**src/rtl/prog_loader_if.sv**
```systemverilog
// prog_loader_if: byte-stream input, instruction-memory write port and status of the program loader
interface prog_loader_if;
    logic       start;
    logic       in_valid;
    logic [7:0] in_data;
    logic       in_ready;
    logic [7:0] mem_addr;
    logic [7:0] mem_data;
    logic       mem_wren;
    logic       cpu_hold;
    logic       busy;
    logic       done;
    logic       error;
    modport master (
        output start, in_valid, in_data,
        input  in_ready, mem_addr, mem_data, mem_wren, cpu_hold, busy, done, error
    );
    modport slave (
        input  start, in_valid, in_data,
        output in_ready, mem_addr, mem_data, mem_wren, cpu_hold, busy, done, error
    );
endinterface

```
**src/rtl/prog_loader.sv**
```systemverilog
// prog_loader: loads a length-prefixed byte stream into instruction memory while holding the CPU in reset;
// defining PROG_LOADER_CHECKSUM_EN adds a trailing mod-256 checksum byte and the ERR state.
module prog_loader #(
    parameter logic [7:0] BASE_ADDR = 8'h00
) (
    input logic         clock,
    input logic         reset,
    prog_loader_if.slave bus
);
    typedef enum logic [2:0] {
        IDLE, HDR, DATA, DONE
`ifdef PROG_LOADER_CHECKSUM_EN
        , CHK, ERR
`endif
    } state_t;

    state_t     state, next;
    logic [8:0] remaining;
    logic [7:0] addr;
`ifdef PROG_LOADER_CHECKSUM_EN
    logic [7:0] sum;
`endif

    always_ff @(posedge clock or posedge reset) begin
        if (reset) state <= IDLE;
        else       state <= next;
    end

    always_comb begin
        next         = state;
        bus.in_ready = 1'b0;
        bus.done     = 1'b0;
        bus.error    = 1'b0;
        case (state)
            IDLE: next = bus.start ? HDR : IDLE;
            HDR: begin
                bus.in_ready = 1'b1;
                next         = bus.in_valid ? DATA : HDR;
            end
            DATA: begin
                bus.in_ready = 1'b1;
`ifdef PROG_LOADER_CHECKSUM_EN
                next = (bus.in_valid && remaining == 9'd1) ? CHK : DATA;
`else
                next = (bus.in_valid && remaining == 9'd1) ? DONE : DATA;
`endif
            end
            DONE: begin
                bus.done = 1'b1;
                next     = IDLE;
            end
`ifdef PROG_LOADER_CHECKSUM_EN
            CHK: begin
                bus.in_ready = 1'b1;
                next         = !bus.in_valid ? CHK : (bus.in_data == sum) ? DONE : ERR;
            end
            ERR: begin
                bus.error = 1'b1;
                next      = bus.start ? HDR : ERR;
            end
`endif
            default: next = IDLE;
        endcase
    end

    assign bus.cpu_hold = state != IDLE;
    assign bus.busy     = state != IDLE;

    // Write port is registered so every accepted data byte appears exactly one cycle later
    always_ff @(posedge clock or posedge reset) begin
        if (reset) begin
            remaining    <= 9'd0;
            addr         <= 8'h00;
            bus.mem_wren <= 1'b0;
            bus.mem_addr <= 8'h00;
            bus.mem_data <= 8'h00;
`ifdef PROG_LOADER_CHECKSUM_EN
            sum          <= 8'h00;
`endif
        end else begin
            bus.mem_wren <= state == DATA && bus.in_valid;
            if (state == HDR && bus.in_valid) begin
                remaining <= {bus.in_data == 8'h00, bus.in_data};
                addr      <= BASE_ADDR;
`ifdef PROG_LOADER_CHECKSUM_EN
                sum       <= 8'h00;
`endif
            end
            if (state == DATA && bus.in_valid) begin
                bus.mem_addr <= addr;
                bus.mem_data <= bus.in_data;
                addr         <= addr + 8'd1;
                remaining    <= remaining - 9'd1;
`ifdef PROG_LOADER_CHECKSUM_EN
                sum          <= sum + bus.in_data;
`endif
            end
        end
    end
endmodule
```
**src/flat_wrapper.sv**
```systemverilog
// flat-port wrapper written by rule: the top's interface ports become plain ports
module prog_loader_flat 
#(
    parameter logic [7:0] BASE_ADDR = 8'h00
)
  (clock, reset, bus_start, bus_in_valid, bus_in_data, bus_in_ready, bus_mem_addr, bus_mem_data, bus_mem_wren, bus_cpu_hold, bus_busy, bus_done, bus_error);
  prog_loader_if bus_i ();
  input logic clock;
  input logic reset;
  input wire logic [$bits(bus_i.start)-1:0] bus_start;
  input wire logic [$bits(bus_i.in_valid)-1:0] bus_in_valid;
  input wire logic [$bits(bus_i.in_data)-1:0] bus_in_data;
  output wire logic [$bits(bus_i.in_ready)-1:0] bus_in_ready;
  output wire logic [$bits(bus_i.mem_addr)-1:0] bus_mem_addr;
  output wire logic [$bits(bus_i.mem_data)-1:0] bus_mem_data;
  output wire logic [$bits(bus_i.mem_wren)-1:0] bus_mem_wren;
  output wire logic [$bits(bus_i.cpu_hold)-1:0] bus_cpu_hold;
  output wire logic [$bits(bus_i.busy)-1:0] bus_busy;
  output wire logic [$bits(bus_i.done)-1:0] bus_done;
  output wire logic [$bits(bus_i.error)-1:0] bus_error;
  assign bus_i.start = bus_start;
  assign bus_i.in_valid = bus_in_valid;
  assign bus_i.in_data = bus_in_data;
  assign bus_in_ready = bus_i.in_ready;
  assign bus_mem_addr = bus_i.mem_addr;
  assign bus_mem_data = bus_i.mem_data;
  assign bus_mem_wren = bus_i.mem_wren;
  assign bus_cpu_hold = bus_i.cpu_hold;
  assign bus_busy = bus_i.busy;
  assign bus_done = bus_i.done;
  assign bus_error = bus_i.error;
  prog_loader #(.BASE_ADDR(BASE_ADDR)) u_core (.clock(clock), .reset(reset), .bus(bus_i));
endmodule
```
**config.mk**
```make
export PLATFORM = sky130hd
export DESIGN_NAME = prog_loader_flat
export DESIGN_NICKNAME = d
export VERILOG_FILES = /design/src/rtl/prog_loader_if.sv /design/src/rtl/prog_loader.sv /design/src/flat_wrapper.sv
export SDC_FILE = /design/constraint.sdc
export NUM_CORES = 1
export LEC_CHECK = 0
export CORE_MARGIN = 5
export CORE_UTILIZATION = 46
export DETAILED_ROUTE_END_ITERATION = 10
export PLACE_DENSITY = 0.85
export SETUP_SLACK_MARGIN = 0.3
export SKIP_LAST_GASP = 1
export SYNTH_ARGS = -nofsm -noshare
export SYNTH_HDL_FRONTEND = slang
export SYNTH_SLANG_ARGS = --single-unit
```
**constraint.sdc**
```tcl
create_clock -name clock -period 1.8 [get_ports clock]
set_clock_uncertainty 0.2 [all_clocks]
set_input_delay 0.18 -clock clock [delete_from_list [all_inputs] [get_ports clock]]
set_output_delay 0.18 -clock clock [all_outputs]
set_load 0.01 [all_outputs]
```
# Yosys cells after proc, flatten, opt, wreduce, memory -nomap -nowiden
# Cells that the tools add are included.
[totals] regBits=37 inputBits=12 out_inout_bits=22
[classes] n_addsub=2 n_eq_ne=4 muxes=10 reduce_logical=8
[ops] op="2-to-1 mux 9 bit" n=2
[ops] op="2-to-1 mux 8 bit" n=2
[ops] op="equality test 9 x 1 -> 1 bit, second input constant" n=1
[ops] op="case mux 3 bit (3 select lines)" n=1
[ops] op="subtractor 9 x 1 -> 9 bit, second input constant" n=1
[ops] op="adder 8 x 1 -> 8 bit, second input constant" n=1
[ops] op="logical NOT 8 bit" n=1
[ops] op="equality test 3 x 2 -> 1 bit, second input constant" n=2
[ops] op="2-to-1 mux 1 bit" n=4
[ops] op="equality test 3 x 1 -> 1 bit, second input constant" n=1
[ops] op="logical AND 1 bit" n=3
[ops] op="logical NOT 3 bit" n=1
[ops] op="nonzero test 3 bit" n=1
[ops] op="2-to-1 mux 2 bit" n=1
[ops] op="nonzero test 2 bit" n=1
[ops] op="OR reduction 2 bit" n=1

# Longest topological paths before layout
[depth] depth_word=4 depth_mapped=8

# Least setup slack after synthesis
# Ideal clock, no wire load.
[synth_path] path_kind="flip-flop to flip-flop" startpoint="register u_core.state[0]" endpoint="register u_core.remaining[3]" setup_ps=125 t_arrival_ps=1476 slack_ps=-1 path_stages_with_launch=9 synth_period_minus_slack_ps=1801 path_cell_list="dfrtp_1 > inv_1 > ha_1 > buf_2 > o21ai_0 > clkbuf_1 > a21oi_1 > nor2_1 > a21oi_1"
[synth_via] elab_chain_cells=3 word_cells_on_any_way=6 classes_between="eq/ne (2); mux (1); reduce/logical (3)"
[synth_rtl] item="start, declared" line="prog_loader.sv:17" text="state_t state, next;"
[synth_rtl] item="start signal, assigned" line="prog_loader.sv:26" text="else state <= next;"
[synth_rtl] item="equality test 3 x 2 -> 1 bit or equality test 3 x 1 -> 1 bit (tied branches)" line="prog_loader.sv:89, prog_loader.sv:82"
[synth_rtl] item="logical AND 1 bit (on tied branches)" line="prog_loader.sv:89, prog_loader.sv:82"
[synth_rtl] item="2-to-1 mux 9 bit or nonzero test 2 bit (tied branches)"
[synth_rtl] item="end signal, assigned" line="prog_loader.sv:83" text="remaining <= {bus.in_data == 8'h00, bus.in_data};"
[synth_rtl] item="end signal, assigned" line="prog_loader.sv:93" text="remaining <= remaining - 9'd1;"
[synth_rtl] item="end, declared" line="prog_loader.sv:18" text="logic [8:0] remaining;"
# Parallel ways exist; a longest one is shown, timed or not.
# A chain may end at the register's enable or synchronous reset.

# Final worst setup path
[layout_path] startpoint="register u_core.remaining[3]" endpoint="register u_core.remaining[7]"
[layout_via] elab_chain_cells=2
[layout_rtl] item="subtractor 9 x 1 -> 9 bit" line="prog_loader.sv:93"
[layout_rtl] item="2-to-1 mux 9 bit" line="prog_loader.sv:89" text="if (state == DATA && bus.in_valid) begin"
# Every way passes these cells.

==> impl_metrics.env <==
export IMPL_final_util=0.789
export IMPL_fin_crit_ns=1.79
export IMPL_track_usage=0.192
export IMPL_initial_utilization=0.477
export IMPL_worstSetupPathType="reg -> reg"
export IMPL_rsz0062_at_grt="true"
export IMPL_core_sq_mm=0.00369
export IMPL_synth_top_area_cell="dfrtp_1"
export IMPL_peakVddDrop_mv=1.13
export IMPL_maxSlewHeadroom=0.465
export IMPL_path_cells="or4_4 > o21a_1 > o21ai_1 > o211ai_1"
export IMPL_place_inst=277
export IMPL_initialDrtViolationCount=141
export IMPL_power_leakage_nw=1.44
export IMPL_setup_viol=0
export IMPL_maxCapViolCount=0
export IMPL_ys_seq_area_frac=0.512
export IMPL_drv_slew=0
export IMPL_synth_xor_area_frac=0
export IMPL_fillCellCount=248
export IMPL_yosys_register_bits=36
export IMPL_clkSlewWorstSetupHoldPaths_ns=0.07
export IMPL_htree_levels=2
export IMPL_regArea_sq_um=901
export IMPL_drcViolationCount=0
export IMPL_wl_mm=5.46
export IMPL_hp_class="in -> async"
export IMPL_post_synth_fa_ha_maj_area_fraction=0.0498
export IMPL_synth_nets=215
export IMPL_fin_cells=314
export IMPL_fp_dieW_microns=71.8
export IMPL_cts_tree="done"
export IMPL_antennaDiodeCount=0
export IMPL_final_area_sq_mm=0.00291
export IMPL_syn_inst=196
export IMPL_synth_mux_area_frac=0.0285
export IMPL_firstDrtPassIters=4
export IMPL_cts_buffers=5
export IMPL_tightest_slew_ns=0.802
export IMPL_worstPathArrival_ns=1.75
export IMPL_synth_cell_types=35
export IMPL_syn_area_sq_mm=0.00176
export IMPL_ys_warn_count=0
export IMPL_run_status="finished, final reports clean"
export IMPL_area_growth_pct=65.6
export IMPL_antenna_found_initial=0
export IMPL_cts_buffer_depth=2
export IMPL_grt_max_degree=37
export IMPL_worstSetupEndpointType="flip-flop"
export IMPL_critPathMaxStageDelay_ns=0.59
export IMPL_clock_fmax_ghz=0.558
export IMPL_final_cell_mix="36 x dfrtp_1, 32 x nand2_1, 22 x nand2_2"
export IMPL_num_io_pins=34
export IMPL_synth_ff_type="dfrtp_1"
export IMPL_power_density_mw_per_mm2=1480
export IMPL_synth_compound_area_frac=0.128
export IMPL_ant_nets=0
export IMPL_multi_input_area_sq_mm=0.00107
export IMPL_synth_edf_count=0
export IMPL_routed_via_density=5.56
export IMPL_portBuffers=32
export IMPL_dr_total_vias=1745
export IMPL_drive_gt1_frac=0.391
export IMPL_ctsHoldBuffers=0
export IMPL_final_hold_viol_count=0
export IMPL_synth_top_family_by_area="simple AND/OR/NAND/NOR gates"
export IMPL_crit_path_top_delay_cell="or4_4"
export IMPL_crit_path_max_fanout=4
export IMPL_synth_area_leaders="dfrtp_1 51%, nand2_1 12%, ha_1 5.0%, o21ai_0 4.8%, mux2i_1 2.8%"
export IMPL_avgRoutedWirePerCell_microns=17.4
export IMPL_dp_hpwl_mm=2.84
export IMPL_fin_tns_setup_ns=0
export IMPL_gp_congestion=0.898
export IMPL_clock_sinks=36
export IMPL_rows=22
export IMPL_fin_crit_sh=0.996
export IMPL_synthArstFlopShare=1.00
export IMPL_yosys_area_top_type_share=0.512
export IMPL_yosys_area_share_simple=0.233
export IMPL_grt_pass1_vias=1709
export IMPL_die_h_microns=71.8
export IMPL_required_ns=1.75
export IMPL_start_kind="flip-flop"
export IMPL_placed_cell_area_sq_mm=0.00222
export IMPL_grt_overflow=0
export IMPL_die_area_sq_mm=0.00516
export IMPL_grt_pass1_wl_mm=7.68
export IMPL_mostFrequentLayoutCell="dfrtp_1"
export IMPL_synth_area_per_cell_sq_um=8.97
export IMPL_hold_slack_ns=0.100
export IMPL_clk_latency_ns=0.29
export IMPL_clockRootBuffer="clkbuf_8"
export IMPL_layout_nets=284
==> per-layer routing <==
metal	track usage	vias up	wire length, microns
met5	0	-	0
met4	0.111	0	159
met3	0.0393	17	291
met2	0.336	62	2870
met1	0.215	855	2140
li1	-	811	-
==> cells in the mapped netlist (5+ instances only) <==
cell type,number
buf_2,5
mux2i_1,5
o21ai_0,17
nor2_1,10
nand2_1,58
nand4_1,5
dfrtp_1,36
inv_1,7
ha_1,7
a21oi_1,6
==> worst max-delay path: cells and delay by family (launching register included) <==
family	cells	cell delay [ns]
compound gates	3	0.48
flops	1	0.39
simple gates	1	0.59
==> area by class of cell <==
type,instances,share of cell area
sequential,36,0.310
clock buffer,7,0.0331
timing repair inverter,3,0.0107
multi-input combinational,144,0.367
timing repair buffer,67,0.234
inverter,8,0.0146
tap,48,0.0206
clock inverter,1,0.0103
==> flip-flops by register name (all words and copies together), names as in the netlist <==
register and cells:
u_core.addr 8, u_core.bus.mem_addr 8, u_core.bus.mem_data 8, u_core.bus.mem_wren 1, u_core.remaining 9, u_core.state 2
==> report_power, final <==
part           switching, W  internal [W]
Combinational       0.00110       0.00115
Clock              0.000294      0.000489
Sequential         0.000224       0.00106
==> logic make-up (layout without fill, tap and decap cells) <==
group                    Yosys count  count (layout)
AO/OA/AOI/OAI                     37              37
adder cells (fa/ha/maj)            7               7
buffers and inverters             18              86
flip-flops                        36              36
multiplexers                       5               5
other                              1               1
AND/OR/NAND/NOR                   92              94
==> worst paths after layout <==
check / depth (start not counted) / slack, ns / endpoint / startpoint
min in group clock: 2 / 0.27 / u_core.bus.mem_addr[1]$_DFFE_PP0P_ / u_core.bus.mem_addr[1]$_DFFE_PP0P_
max: 4 / 0.007 / u_core.remaining[7]$_DFFE_PP0P_ / u_core.remaining[3]$_DFFE_PP0P_
min: 3 / 0.10 / u_core.remaining[2]$_DFFE_PP0P_ / reset
max in group asynchronous: 3 / 0.98 / u_core.addr[4]$_DFFE_PP0P_ / reset
min reg2reg: 2 / 0.27 / u_core.bus.mem_addr[1]$_DFFE_PP0P_ / u_core.bus.mem_addr[1]$_DFFE_PP0P_
max reg2reg: 4 / 0.007 / u_core.remaining[7]$_DFFE_PP0P_ / u_core.remaining[3]$_DFFE_PP0P_
==> metrics by stage <==
stage / setup slack [ns] / power, W
after floorplan: 0.111 / 0.00216
after global placement: 0.0251 / 0.00268
after detailed placement: -0.0118 / 0.00272
after CTS: 0.0916 / 0.00382
after global routing: -0.0831 / 0.00457
final: 0.00689 / 0.00432
==> repair_timing <==
item                                    CTS  global route
cloned                                    1             5
endpoints found under the setup margin   53            37
gates resized for setup                  62            63
buffers inserted                         11            12
pin swaps                                 7            23
Note: power is estimated with default switching activity, not from simulation.
